`src/rtl/bubble_status_tracker.sv`:
```
// rtl/bubble_status_tracker.sv - front-panel status conditioner for the bubble emulator
//
// Purpose: turns raw emulator status into stable, human-visible LED/FND drive signals.
//   - stretches access-type activity so short accesses stay visible
//   - latches the current page on a strobe, rejecting out-of-range pages
//   - synchronises BUSY_IN into nWAIT with a guaranteed minimum low time
//
// Ports (top):
//   MCLK        in   1   system clock
//   nRESET      in   1   asynchronous active-low reset
//   ACCTYPE_IN  in   3   raw access type: [2] active, [1] read, [0] write qualifier
//   PAGE_IN     in   12  raw page number
//   PAGE_STB    in   1   one-cycle strobe, PAGE_IN valid
//   BUSY_IN     in   1   asynchronous loading/initialising flag, active high
//   nWAIT       out  1   0 = show waiting animation
//   ACCTYPE     out  3   stretched access type
//   CURRPAGE    out  12  latched page number

// Two-flop synchroniser for a single asynchronous level.
module bst_sync2 (
    input  logic i_clk,
    input  logic i_rst_n,
    input  logic i_async,
    output logic o_sync
);
    logic r_meta;
    logic r_sync;

    always_ff @(posedge i_clk or negedge i_rst_n) begin
        if (!i_rst_n) begin
            r_meta <= 1'b0;
            r_sync <= 1'b0;
        end else begin
            r_meta <= i_async;
            r_sync <= r_meta;
        end
    end

    assign o_sync = r_sync;
endmodule

// Minimum-period wait timer. Reset behaves like a busy pulse that has just
// ended, so nWAIT stays low for WAIT_MIN_CYCLES cycles after reset release.
module bst_wait_timer #(
    parameter int WAIT_MIN_CYCLES = 24_000_000,
    parameter int CNT_W           = 25
) (
    input  logic i_clk,
    input  logic i_rst_n,
    input  logic i_busy_s,
    output logic o_nwait
);
    localparam logic [CNT_W-1:0] WAIT_RELOAD = CNT_W'(WAIT_MIN_CYCLES - 1);

    logic [CNT_W-1:0] r_cnt;
    logic             r_nwait;
    logic             w_cnt_zero;

    assign w_cnt_zero = (r_cnt == '0);

    always_ff @(posedge i_clk or negedge i_rst_n) begin
        if (!i_rst_n) begin
            r_cnt   <= WAIT_RELOAD;
            r_nwait <= 1'b0;
        end else if (i_busy_s) begin
            // Any busy cycle restarts the full minimum period.
            r_cnt   <= WAIT_RELOAD;
            r_nwait <= 1'b0;
        end else if (!w_cnt_zero) begin
            r_cnt   <= r_cnt - 1'b1;
            r_nwait <= 1'b0;
        end else begin
            r_nwait <= 1'b1;
        end
    end

    assign o_nwait = r_nwait;
endmodule

// Access-type stretcher: IDLE / ACTIVE / HOLD.
// The output is non-zero for exactly HOLD_CYCLES cycles after the last
// active input cycle; a new access always overrides a running hold.
module bst_access_stretch #(
    parameter int HOLD_CYCLES = 2_400_000,
    parameter int CNT_W       = 25
) (
    input  logic       i_clk,
    input  logic       i_rst_n,
    input  logic [2:0] i_acctype,
    output logic [2:0] o_acctype
);
    localparam logic [1:0] ST_IDLE   = 2'b00;
    localparam logic [1:0] ST_ACTIVE = 2'b01;
    localparam logic [1:0] ST_HOLD   = 2'b10;

    localparam int               HOLD_M1     = (HOLD_CYCLES > 0) ? (HOLD_CYCLES - 1) : 0;
    localparam logic [CNT_W-1:0] HOLD_RELOAD = CNT_W'(HOLD_M1);
    localparam logic             HOLD_EN     = (HOLD_CYCLES > 0);

    logic [1:0]       r_state;
    logic [2:0]       r_acctype;
    logic [CNT_W-1:0] r_hold_cnt;
    logic             w_active;

    assign w_active = i_acctype[2];

    always_ff @(posedge i_clk or negedge i_rst_n) begin
        if (!i_rst_n) begin
            r_state    <= ST_IDLE;
            r_acctype  <= 3'b000;
            r_hold_cnt <= '0;
        end else begin
            case (r_state)
                ST_IDLE: begin
                    if (w_active) begin
                        r_state   <= ST_ACTIVE;
                        r_acctype <= i_acctype;
                    end else begin
                        r_acctype <= 3'b000;
                    end
                end
                ST_ACTIVE: begin
                    if (w_active) begin
                        r_acctype <= i_acctype;
                    end else if (HOLD_EN) begin
                        // Last active value is kept while the hold runs.
                        r_state    <= ST_HOLD;
                        r_hold_cnt <= HOLD_RELOAD;
                    end else begin
                        r_state   <= ST_IDLE;
                        r_acctype <= 3'b000;
                    end
                end
                ST_HOLD: begin
                    if (w_active) begin
                        r_state   <= ST_ACTIVE;
                        r_acctype <= i_acctype;
                    end else if (r_hold_cnt == '0) begin
                        r_state   <= ST_IDLE;
                        r_acctype <= 3'b000;
                    end else begin
                        r_hold_cnt <= r_hold_cnt - 1'b1;
                    end
                end
                default: begin
                    r_state   <= ST_IDLE;
                    r_acctype <= 3'b000;
                end
            endcase
        end
    end

    assign o_acctype = r_acctype;
endmodule

// Page latch: accepts strobed pages below PAGE_LIMIT, ignores the rest.
module bst_page_latch #(
    parameter int PAGE_LIMIT = 2053
) (
    input  logic        i_clk,
    input  logic        i_rst_n,
    input  logic [11:0] i_page,
    input  logic        i_stb,
    output logic [11:0] o_page
);
    // One extra bit so a limit of 4096 (accept everything) still compares correctly.
    localparam logic [12:0] LIMIT13 = 13'(PAGE_LIMIT);

    logic [11:0] r_page;
    logic        w_in_range;

    assign w_in_range = ({1'b0, i_page} < LIMIT13);

    always_ff @(posedge i_clk or negedge i_rst_n) begin
        if (!i_rst_n) begin
            r_page <= 12'h000;
        end else if (i_stb && w_in_range) begin
            r_page <= i_page;
        end
    end

    assign o_page = r_page;
endmodule

module bubble_status_tracker #(
    parameter int HOLD_CYCLES     = 2_400_000,
    parameter int WAIT_MIN_CYCLES = 24_000_000,
    parameter int PAGE_LIMIT      = 2053,
    parameter int CNT_W           = 25
) (
    input  logic        MCLK,
    input  logic        nRESET,
    input  logic [2:0]  ACCTYPE_IN,
    input  logic [11:0] PAGE_IN,
    input  logic        PAGE_STB,
    input  logic        BUSY_IN,
    output logic        nWAIT,
    output logic [2:0]  ACCTYPE,
    output logic [11:0] CURRPAGE
);
    logic w_busy_s;

    bst_sync2 u_busy_sync (
        .i_clk   (MCLK),
        .i_rst_n (nRESET),
        .i_async (BUSY_IN),
        .o_sync  (w_busy_s)
    );

    bst_wait_timer #(
        .WAIT_MIN_CYCLES (WAIT_MIN_CYCLES),
        .CNT_W           (CNT_W)
    ) u_wait (
        .i_clk    (MCLK),
        .i_rst_n  (nRESET),
        .i_busy_s (w_busy_s),
        .o_nwait  (nWAIT)
    );

    bst_access_stretch #(
        .HOLD_CYCLES (HOLD_CYCLES),
        .CNT_W       (CNT_W)
    ) u_access (
        .i_clk     (MCLK),
        .i_rst_n   (nRESET),
        .i_acctype (ACCTYPE_IN),
        .o_acctype (ACCTYPE)
    );

    bst_page_latch #(
        .PAGE_LIMIT (PAGE_LIMIT)
    ) u_page (
        .i_clk   (MCLK),
        .i_rst_n (nRESET),
        .i_page  (PAGE_IN),
        .i_stb   (PAGE_STB),
        .o_page  (CURRPAGE)
    );
endmodule

```
`config.mk`:
```
export PLATFORM = sky130hd
export DESIGN_NAME = bubble_status_tracker
export DESIGN_NICKNAME = d
export VERILOG_FILES = /design/src/rtl/bubble_status_tracker.sv
export SDC_FILE = /design/constraint.sdc
export NUM_CORES = 1
export LEC_CHECK = 0
export CAP_MARGIN = 20
export CORE_MARGIN = 2
export CORE_UTILIZATION = 40
export CTS_BUF_LIST = sky130_fd_sc_hd__clkbuf_8 sky130_fd_sc_hd__clkbuf_16
export DETAILED_ROUTE_END_ITERATION = 8
export HOLD_SLACK_MARGIN = 0.12
export PLACE_DENSITY_LB_ADDON = 0.08
export SLEW_MARGIN = 20
export SYNTH_ARGS = -nofsm -noshare
export SYNTH_HDL_FRONTEND = slang
export SYNTH_SLANG_ARGS = --single-unit
```
`constraint.sdc`:
```
create_clock -name MCLK -period 2.4 [get_ports MCLK]
set_input_delay 0.48 -clock MCLK [delete_from_list [all_inputs] [get_ports MCLK]]
set_output_delay 0.48 -clock MCLK [all_outputs]
set_load 0.05 [all_outputs]
```
==> impl_summary.log <==
INFO  metric grt_first_pass_wirelength = roughly 15 mm
INFO  metric cp.required = 2690 ps
INFO  metric clkLatencyLatePin = about 350 ps
INFO  metric numPortBuffers = 34
INFO  metric drt_first_iter_violations = between 100 and 150
INFO  metric max-vdd-ir-drop = around 0.00035 V
INFO  metric setup_viol = 0
INFO  metric core = just under 9000 um2
INFO  metric route.antenna.remaining_nets = 0
INFO  metric synth-edff-count = 0
INFO  metric regToRegStartpoint = u_access.r_hold_cnt[20]
INFO  metric r2r_setup_slack = 50 ps
INFO  metric global_route.usage.total = 0.1934
INFO  metric postSynthNetCount = 396
INFO  metric clkTransAtPathRegs = ~80 ps
INFO  metric final_period_minus_worst_setup_slack = roughly 2300 ps
INFO  metric num_antenna_cells = 0
INFO  metric setup_total_negative_slack = 0 ps
INFO  metric crit_path_end_kind = register
INFO  metric leakage_power = 1.766 nW
INFO  metric hold_path_class = register to register
INFO  metric critPathLaunch = u_access.r_hold_cnt[20]
INFO  metric die_w = between 90 and 100 um
INFO  metric hpwlAfterDp = 6.327 mm
INFO  metric number_of_sinks_handled_by_clock_tree_synthesis = 70
INFO  metric path_max_fanout = 6
INFO  metric post-route-period-util = 0.9786
INFO  metric report.final.hold_viol_count = 0
INFO  metric area_growth_syn_to_layout = 28.24%
INFO  metric detail_route.vias_per_cell = about 5.6
INFO  metric synth_async_sr_flop_share = 1.000
INFO  metric fillCellCount = around 800
INFO  metric num_rows = 34
INFO  metric initial_core_util = 0.4176
INFO  metric worstSetupStartpointType = register
INFO  metric initial_antenna_violation_count = 0
INFO  metric post_synth_num_cell_types = 48
INFO  metric place_inst = ~550
INFO  metric status = complete, no violations
INFO  metric via_count = between 3000 and 4000
INFO  metric pre_repair_dr_iteration_count = 4
INFO  metric final_nets = between 400 and 500
INFO  metric route.final.wire_length = roughly 9 mm
INFO  metric drive_gt1_frac = 0.2670
INFO  metric worst_reg2reg_endpoint = u_access.r_hold_cnt[24]
INFO  metric maximum_number_of_pins_on_one_net_before_global_route_repair = 43
INFO  metric max_transition_viols_final = 0
INFO  metric critPathCapture = u_access.r_hold_cnt[24]
INFO  metric path_cells = or4_4 > or4_4 > or4_4 > nor4_2 > a31o_1
INFO  metric cts_h_tree_depth = 3
INFO  metric io_pins = 35
INFO  metric die_area = 9976 um2
INFO  metric final_cells = 565
INFO  metric timing.clock.skew = between 3 and 4 ps
INFO  metric cts-root-buf = clkbuf_8
INFO  metric cp_slowest_stage_delay = ~560 ps
INFO  metric gp_routability_congestion = 0.8601
INFO  metric cap_violations = 0
INFO  metric vias_in_the_first_global_route = about 3200
INFO  metric slew_headroom = 0.5793
INFO  metric worstRegToRegCells = 5
INFO  metric syn_inst = 373
INFO  metric ys_warn_count = 0
INFO  metric grt.overflow.total = 0
INFO  metric crit_arrival = between 2000 and 3000 ps
INFO  metric synthesis.area_per_instance = about 9.9 um2
INFO  metric crit_type = register to register
INFO  metric unrepaired_setup_endpoints_after_global_routing = yes
INFO  metric tightest_pin_transition = roughly 630 ps
INFO  metric cellPowerDensity = ~600 nW/um2
INFO  metric cts_inserted_buffers = 9
INFO  metric remaining_drc_errors = 0
INFO  metric path_common_cell = or4_4
INFO  metric maxClockFrequency = approximately 0.43 GHz
INFO  metric route.detailed.wl_per_inst = 15.69 um
INFO  metric tritoncts = yes
INFO  metric cp_max_delay_cell = or4_4
INFO  metric holdCritStartpoint = u_busy_sync.r_meta
INFO  metric mappedNetlistArea = 3677 um2
INFO  metric clock_tree.buffer_depth = 2
INFO  metric post_synthesis_sequential_element_count = 70
INFO  metric synth_sequential_area_ratio = 0.4825
INFO  metric dieHeight = approximately 100 um
INFO  metric synth_flop_cell = dfrtp_1
==> cell type report <==
cell class              count  area, um2  share of cell area
well taps                 108      135.1             0.02865
flip-flops and latches     70       1774              0.3762
repair buffers             84      725.7              0.1539
clock buffers              10      137.6             0.02919
multi-input cells         276       1817              0.3852
clock inverters             6      85.08             0.01804
inverters                  11      41.29            0.008756
==> cell families after synthesis <==
family                   count (synthesis)  synth area share
flip-flops                              70            0.4825
XOR/XNOR                                 7           0.01667
buffers and inverters                   28           0.02994
AND/OR/NAND/NOR                        181            0.2848
adder cells (fa/ha/maj)                  4           0.01361
multiplexers                            25           0.07349
AO/OA/AOI/OAI                           58           0.09902
==> routing by layer <==
layer  global-route usage  wire [um]
met1               0.2553       4127
met2               0.3139       4352
met3              0.02925        194
met5                    0          0
met4              0.09168        193
==> critical path: cells and delay by family, from the launching register on <==
kind	cells	cell delay [ps]
flops	1	400
compound gates	1	120
simple gates	4	1770
==> metrics by stage <==
stage                     worst slack, ps  area, um2  power [mW]    util  hold WS [ps]
after floorplan                     27.08       3687       1.546       -         184.4
after global placement              32.39       4448       1.758  0.5051         332.1
after detailed placement            7.597       4448       1.761  0.5051         338.0
after CTS                           20.93       4681       2.847  0.5315         367.8
after global routing               -11.19       4716       2.940  0.5355         381.9
final                               51.31       4716       2.818  0.5355         362.0
==> how the worst min path moves through the flow <==
stage | endpoint | slack [ps] | cells past startpoint
floorplan | u_access.o_acctype[0] | 180 | 0
global placement | u_busy_sync.o_sync | 330 | 0
detailed placement | u_wait.r_cnt[15] | 340 | 1
CTS | u_busy_sync.o_sync | 370 | 0
global route | u_busy_sync.o_sync | 380 | 0
finish | u_busy_sync.o_sync | 360 | 0
==> report_power, final <==
part           switching, mW  internal [mW]  leakage (nW)
clock                  0.467          0.610         0.108
sequential            0.0382           1.24         0.803
combinational          0.270          0.193         0.855
==> cell usage after synthesis (7+ instances only) <==
cell      number  area, um2
clkbuf_1      12      45.04
or2_2          7      43.79
nor2b_1       10      62.56
nand4_1        7      43.79
or3_1         16      100.1
mux2_2        16      180.2
mux2i_1        9      90.09
nand3_1       18      90.09
inv_1         11      41.29
nor2_1        26      97.59
or4_1         16      120.1
a21oi_1       16      80.08
nor4_1        18      112.6
dfrtp_1       52       1301
o21ai_0       20      100.1
dfstp_2       18      473.0
o31ai_1       11      82.58
nor3_1        16      80.08
nand2_1       22      82.58
==> layout by cell type (no fill, tap or decap), types with 2 or more instances in the layout <==
| master | count |
|---|---|
| clkinv_2 | 2 |
| nand3_1 | 18 |
| nor2b_1 | 10 |
| nor4b_1 | 3 |
| nor4_1 | 17 |
| nand4_1 | 7 |
| ha_1 | 4 |
| nor4_2 | 3 |
| or3b_2 | 2 |
| clkdlybuf4s50_1 | 33 |
| or4_4 | 3 |
| and4b_1 | 2 |
| nand2_1 | 21 |
| mux2_2 | 16 |
| o211ai_1 | 2 |
| nor3_1 | 16 |
| xnor2_1 | 4 |
| clkbuf_8 | 10 |
| clkinvlp_4 | 2 |
| or2_2 | 7 |
| buf_4 | 48 |
| inv_1 | 11 |
| mux2i_1 | 9 |
| nand2b_1 | 2 |
| o31ai_1 | 11 |
| a21oi_1 | 16 |
| bufinv_16 | 2 |
| o21ai_0 | 19 |
| or3_1 | 16 |
| or4_1 | 15 |
| o311ai_0 | 2 |
| dfrtp_1 | 52 |
| xor2_1 | 3 |
| nand3b_1 | 2 |
| and2_1 | 3 |
| dfstp_2 | 18 |
| nor2_1 | 26 |
==> registers in the layout (all words and copies together) (netlist names) <==
signal,flops
u_access.o_acctype,3
u_access.r_hold_cnt,25
u_access.r_state,2
u_busy_sync.o_sync,1
u_busy_sync.r_meta,1
u_page.o_page,12
u_wait.o_nwait,1
u_wait.r_cnt,25
==> repair_timing <==
item                       4_1_cts  5_1_grt
hold endpoints to repair         4        0
hold buffers                     1        0
setup buffers                    0        2
resized for setup                0        3
setup endpoints to repair        0        6
Power figures use the tool's default switching activity.
